**src/rtl/led_ring_ctrl_if.sv**
```systemverilog
// Signal bundle between the rotary/button front end and the LED ring controller.
interface led_ring_ctrl_if;
  logic       rot_event;
  logic       rot_dir;
  logic       btn_mode;
  logic       step_out;
  logic       step_dir;
  logic [1:0] mode;
  logic [3:0] pending;

  // Controller side: consumes encoder/button levels, produces step commands.
  modport slave (
    input  rot_event,
    input  rot_dir,
    input  btn_mode,
    output step_out,
    output step_dir,
    output mode,
    output pending
  );

  // Stimulus side: drives encoder/button levels, observes step commands.
  modport master (
    output rot_event,
    output rot_dir,
    output btn_mode,
    input  step_out,
    input  step_dir,
    input  mode,
    input  pending
  );
endinterface

```
**src/rtl/led_ring_ctrl.sv**
```systemverilog
// LED ring controller: queues encoder steps (MANUAL), free-runs (AUTO) or
// holds (PAUSE), releasing at most one step command per tick period.
module led_ring_ctrl #(
  parameter int unsigned STEP_DIV = 4,
  parameter int unsigned MAX_PEND = 7
) (
  input logic            clk,
  input logic            rst,
  led_ring_ctrl_if.slave bus
);

  localparam int unsigned CntW = (STEP_DIV > 1) ? $clog2(STEP_DIV) : 1;
  localparam logic [CntW-1:0] CntMax = CntW'(STEP_DIV - 1);
  localparam logic signed [4:0] PendMax = 5'(MAX_PEND);
  localparam logic signed [4:0] PendMin = -PendMax;

  typedef enum logic [1:0] {
    StManual  = 2'b00,
    StAuto    = 2'b01,
    StPause   = 2'b10,
    StIllegal = 2'b11
  } mode_e;

  logic [CntW-1:0]    cnt_q, cnt_d;
  logic               tick;
  logic               prev_rot_q, prev_btn_q;
  logic               rot_rise, btn_rise;
  mode_e              mode_q, mode_d;
  logic signed [3:0]  pend_q, pend_d;
  logic signed [4:0]  pend_sum;
  logic               auto_dir_q, auto_dir_d;
  logic               step_q, step_d;
  logic               dir_q, dir_d;

  // Edge detectors; prev registers reset high so levels held across reset give no edge.
  assign rot_rise = bus.rot_event & ~prev_rot_q;
  assign btn_rise = bus.btn_mode & ~prev_btn_q;

  // Free-running tick divider, independent of mode.
  assign tick  = (cnt_q == CntMax);
  assign cnt_d = tick ? '0 : cnt_q + 1'b1;

  // Next-state for mode, queue, auto direction and the step command.
  always_comb begin
    mode_d     = mode_q;
    pend_d     = pend_q;
    auto_dir_d = auto_dir_q;
    step_d     = 1'b0;
    dir_d      = 1'b0;
    pend_sum   = {pend_q[3], pend_q};
    case (mode_q)
      StManual: begin
        if (rot_rise) begin
          pend_sum = bus.rot_dir ? pend_sum + 5'sd1 : pend_sum - 5'sd1;
        end
        if (tick && (pend_q != 4'sd0)) begin
          step_d   = 1'b1;
          dir_d    = ~pend_q[3];
          // Step drains the queue one toward zero, combined with any new event.
          pend_sum = pend_q[3] ? pend_sum + 5'sd1 : pend_sum - 5'sd1;
        end
        if (pend_sum > PendMax) begin
          pend_sum = PendMax;
        end else if (pend_sum < PendMin) begin
          pend_sum = PendMin;
        end
        pend_d = pend_sum[3:0];
        if (btn_rise) begin
          mode_d = StAuto;
          pend_d = 4'sd0;
        end
      end
      StAuto: begin
        pend_d = 4'sd0;
        if (tick) begin
          step_d = 1'b1;
          dir_d  = auto_dir_q;
        end
        if (rot_rise) begin
          auto_dir_d = bus.rot_dir;
        end
        if (btn_rise) begin
          mode_d = StPause;
        end
      end
      StPause: begin
        if (btn_rise) begin
          mode_d = StManual;
        end
      end
      default: begin
        mode_d = StManual;
      end
    endcase
  end

  // State registers with asynchronous reset.
  always_ff @(posedge clk or posedge rst) begin
    if (rst) begin
      cnt_q      <= '0;
      prev_rot_q <= 1'b1;
      prev_btn_q <= 1'b1;
      mode_q     <= StManual;
      pend_q     <= 4'sd0;
      auto_dir_q <= 1'b1;
      step_q     <= 1'b0;
      dir_q      <= 1'b0;
    end else begin
      cnt_q      <= cnt_d;
      prev_rot_q <= bus.rot_event;
      prev_btn_q <= bus.btn_mode;
      mode_q     <= mode_d;
      pend_q     <= pend_d;
      auto_dir_q <= auto_dir_d;
      step_q     <= step_d;
      dir_q      <= dir_d;
    end
  end

  assign bus.step_out = step_q;
  assign bus.step_dir = dir_q;
  assign bus.mode     = mode_q;
  assign bus.pending  = pend_q;

endmodule

```
**src/flat_wrapper.sv**
```systemverilog
// flat-port wrapper written by rule: the top's interface ports become plain ports
module led_ring_ctrl_flat 
#(
  parameter int unsigned STEP_DIV = 4,
  parameter int unsigned MAX_PEND = 7
)
  (clk, rst, bus_rot_event, bus_rot_dir, bus_btn_mode, bus_step_out, bus_step_dir, bus_mode, bus_pending);
  led_ring_ctrl_if bus_i ();
  input logic clk;
  input logic rst;
  input wire logic [$bits(bus_i.rot_event)-1:0] bus_rot_event;
  input wire logic [$bits(bus_i.rot_dir)-1:0] bus_rot_dir;
  input wire logic [$bits(bus_i.btn_mode)-1:0] bus_btn_mode;
  output wire logic [$bits(bus_i.step_out)-1:0] bus_step_out;
  output wire logic [$bits(bus_i.step_dir)-1:0] bus_step_dir;
  output wire logic [$bits(bus_i.mode)-1:0] bus_mode;
  output wire logic [$bits(bus_i.pending)-1:0] bus_pending;
  assign bus_i.rot_event = bus_rot_event;
  assign bus_i.rot_dir = bus_rot_dir;
  assign bus_i.btn_mode = bus_btn_mode;
  assign bus_step_out = bus_i.step_out;
  assign bus_step_dir = bus_i.step_dir;
  assign bus_mode = bus_i.mode;
  assign bus_pending = bus_i.pending;
  led_ring_ctrl #(.STEP_DIV(STEP_DIV), .MAX_PEND(MAX_PEND)) u_core (.clk(clk), .rst(rst), .bus(bus_i));
endmodule
```
**config.mk**
```make
export PLATFORM = sky130hd
export DESIGN_NAME = led_ring_ctrl_flat
export DESIGN_NICKNAME = d
export VERILOG_FILES = /design/src/rtl/led_ring_ctrl_if.sv /design/src/rtl/led_ring_ctrl.sv /design/src/flat_wrapper.sv
export SDC_FILE = /design/constraint.sdc
export NUM_CORES = 1
export LEC_CHECK = 0
export CAP_MARGIN = 20
export CORE_MARGIN = 1.5
export CORE_UTILIZATION = 59
export CTS_CLUSTER_SIZE = 8
export DETAILED_ROUTE_END_ITERATION = 8
export PLACE_DENSITY = 0.84
export SETUP_SLACK_MARGIN = 0.2
export SYNTH_ARGS = -nofsm -noshare
export SYNTH_HDL_FRONTEND = slang
export SYNTH_SLANG_ARGS = --single-unit
```
**constraint.sdc**
```tcl
create_clock -name clk -period 5.25 [get_ports clk]
set_input_delay 1.05 -clock clk [delete_from_list [all_inputs] [get_ports clk]]
set_output_delay 1.05 -clock clk [all_outputs]
set_load 0.02 [all_outputs]
```
==> impl_metrics.json <==
{
  "grt_max_degree": 14,
  "syn_to_final_growth_pct": 14.5,
  "slowest_delay_ns": 0.57,
  "wl_mm": 2.27,
  "grt-ovfl-total": 0,
  "vias": 954,
  "antenna_found_initial": 0,
  "ctsHoldBuffers": 0,
  "die_w_microns": 45.8,
  "slowest_stage": "or4_1",
  "final-hold-violation-count": 0,
  "cp_common_cell": "ha_1",
  "synth_flop_cell": "dfrtp_1",
  "cp-end-kind": "flip-flop",
  "fin_cells": 158,
  "antenna_left": 0,
  "placedCellCount": 154,
  "clock-sinks": 13,
  "synthCells": 121,
  "post-route-cell-area_sq_um": 1230,
  "yosys.area.top_type_share_pct": 23.2,
  "synth_area_leaders": "dfrtp_1 (23%), ha_1 (8.1%), dfstp_2 (7.3%), nand2_1 (3.8%), fa_1 (3.7%)",
  "slew_headroom_pct": 51.4,
  "synth_nets": 135,
  "crit_chain": "clkdlybuf4s50_1, inv_1, ha_1, a21o_1, a21oi_1, xor2_1, o21ai_0, ha_1, nand2b_1, nor3_1, a311oi_1, o311ai_1, or4_1, nand3_1, o21ai_1",
  "timing.final.crit_share_pct": 84.6,
  "first_pass_iters": 4,
  "ys_seq_area_share_pct": 30.5,
  "coreArea_sq_um": 1730,
  "cts_resized": 0,
  "crit_fanout": 7,
  "syn_avg_cell_area_sq_um": 8.91,
  "clockRootBuffer": "clkbuf_4",
  "fin_crit_ns": 4.44,
  "cts_buffers": 3,
  "layout-drive-gt1-share_pct": 10.5,
  "postCtsSetupRepairBufs": 0,
  "synth_cell_types": 45,
  "n_fill_cell": 150,
  "finalSetupViolCount": 0,
  "worstMarginPinSlew_ns": 0.727,
  "worst-path-buf-inv": 2,
  "ir_drop_v": 0.000458,
  "diodes": 0,
  "power_mw": 0.738,
  "first_global_vias": 871,
  "fin_skew_ns": 0.00152,
  "cellLeakagePower_nw": 0.532,
  "dieHeight_microns": 45.8,
  "cellPowerDensity_nw_per_um2": 597,
  "grt_setup_unrepaired": "no",
  "synth-edff-count": 0,
  "async_flop_share_pct": 100,
  "clock_latency_ns": 0.28,
  "fp-row-count": 15,
  "drv_slew": 0,
  "pwr-share-seq_pct": 24.5,
  "maxCapViolCount": 0,
  "syn-cell-area_sq_um": 1080,
  "initialDrtViolationCount": 35,
  "initial_core_util_pct": 62.5,
  "status": "finished, final reports clean",
  "swShare_pct": 51.1,
  "cts_tree": "done",
  "crit_family": "compound AO/OA/AOI/OAI gates",
  "p_clk_share_pct": 8.5,
  "final.setup.tns_ns": 0,
  "netlist_top_cells_count": "nand2_1 (11), dfrtp_1 (10)",
  "placed_cell_area_sq_um": 1210,
  "worstPathArrival_ns": 4.61,
  "start_kind": "input port",
  "path_clk_slew_ns": 0.08,
  "worst-setup-path-type": "input port to flip-flop",
  "power_frac_comb_pct": 67.1,
  "ioPinCount": 13,
  "port_buffers": 12,
  "fmax_mhz": 225,
  "synth_seq_cells": 13,
  "hold_slack_ns": 0.445,
  "dieArea_sq_um": 2090,
  "dp_hpwl_mm": 1.74,
  "wl_per_cell_microns": 14.4,
  "clockBufferDepth": 2,
  "grt_pass1_wl_mm": 3.79,
  "track_usage_pct": 25.5,
  "nets": 148,
  "synth_top_area_cell": "dfrtp_1",
  "cts_htree_levels": 1,
  "crit_required_ns": 5.42,
  "remaining_drc_errors": 0,
  "yosys_warnings": 0,
  "synth_most_common_cell": "nand2_1",
  "p_int_mw": 0.361,
  "place_congestion": 0.809,
  "hold_class": "flip-flop to flip-flop",
  "vias_per_cell": 6.04,
  "net-switching-power_mw": 0.377
}
-- power groups by stage --
stage / registers, mW / logic, mW / clock network, mW
2_1_floorplan: 0.178 / 0.373 / 0
3_3_place_gp: 0.181 / 0.460 / 0
3_5_place_dp: 0.182 / 0.489 / 0
4_1_cts: 0.180 / 0.490 / 0.0648
5_1_grt: 0.185 / 0.554 / 0.0688
6_report: 0.180 / 0.495 / 0.0626
-- state kept, by name (all words and copies together) (netlist names) --
register and flops:
u_core.cnt_q 2, u_core.auto_dir_q 1, u_core.bus.step_dir 1, u_core.prev_btn_q 1, u_core.bus.pending 4, u_core.bus.step_out 1, u_core.prev_rot_q 1, u_core.bus.mode 2
-- metrics by stage --
| stage | utilization (%) | setup WS [ns] |
|---|---|---|
| after floorplan | - | 1.46 |
| after global placement | 70.0 | 0.655 |
| after detailed placement | 70.0 | 0.506 |
| after CTS | 71.5 | 0.825 |
| after global routing | 71.5 | 0.558 |
| final | 71.5 | 0.810 |
-- final cells by class --
class	instances	area (sq um)	area share, %
Tap cell	25	31.3	2.53
Timing Repair Buffer	12	120	9.73
Multi-Input combinational cell	96	698	56.5
Inverter	8	30.0	2.43
Clock buffer	4	26.3	2.13
Sequential cell	13	329	26.6
-- layout by cell type (no fill, tap or decap), drive strengths merged, types with 3 or more instances in the layout --
cell type	synthesis	layout
nand3	5	5
clkbuf	2	4
nand2	11	11
nor2	8	8
dfrtp	10	10
dfstp	3	3
mux2i	4	4
nand4	3	3
xnor2	3	3
clkdlybuf4s50	0	12
inv	8	8
nor3	4	4
nand2b	6	6
ha	7	7
o21ai	10	10
a21oi	6	6
-- cell families (layout without fill, tap and decap cells) --
family	count (synthesis)	in the layout	synth area share, %
and+or+nand+nor	47	47	23.0
adders and majority gates	9	9	11.8
DFF	13	13	30.5
xor gates and xnor gates	5	5	4.76
AOI/OAI and AO/OA	31	31	21.1
muxes	4	4	4.06
buffers and inverters	12	24	4.76
-- layer usage --
metal  GRT usage, %  up-vias  wire, microns
met2           41.7       31           1100
met5              0        -              0
li1               -      473              -
met3           8.33        3            146
met1           32.3      447           1010
met4           6.86        0             17
-- path summary, 6_finish.rpt --
path	startpoint	end	slack (ns)	depth (start not counted)
setup / recovery	bus_rot_dir	u_core.bus.pending[0]	0.81	15
hold / removal	u_core.cnt_q[0]	u_core.cnt_q[0]	0.44	1
setup reg to reg	u_core.bus.pending[1]	u_core.bus.pending[0]	1.58	13
hold reg to reg	u_core.cnt_q[0]	u_core.cnt_q[0]	0.44	1
max in group asynchronous	rst	u_core.prev_btn_q	3.83	2
min in group asynchronous	rst	u_core.bus.pending[3]	1.08	2
Power figures use the tool's default switching activity.
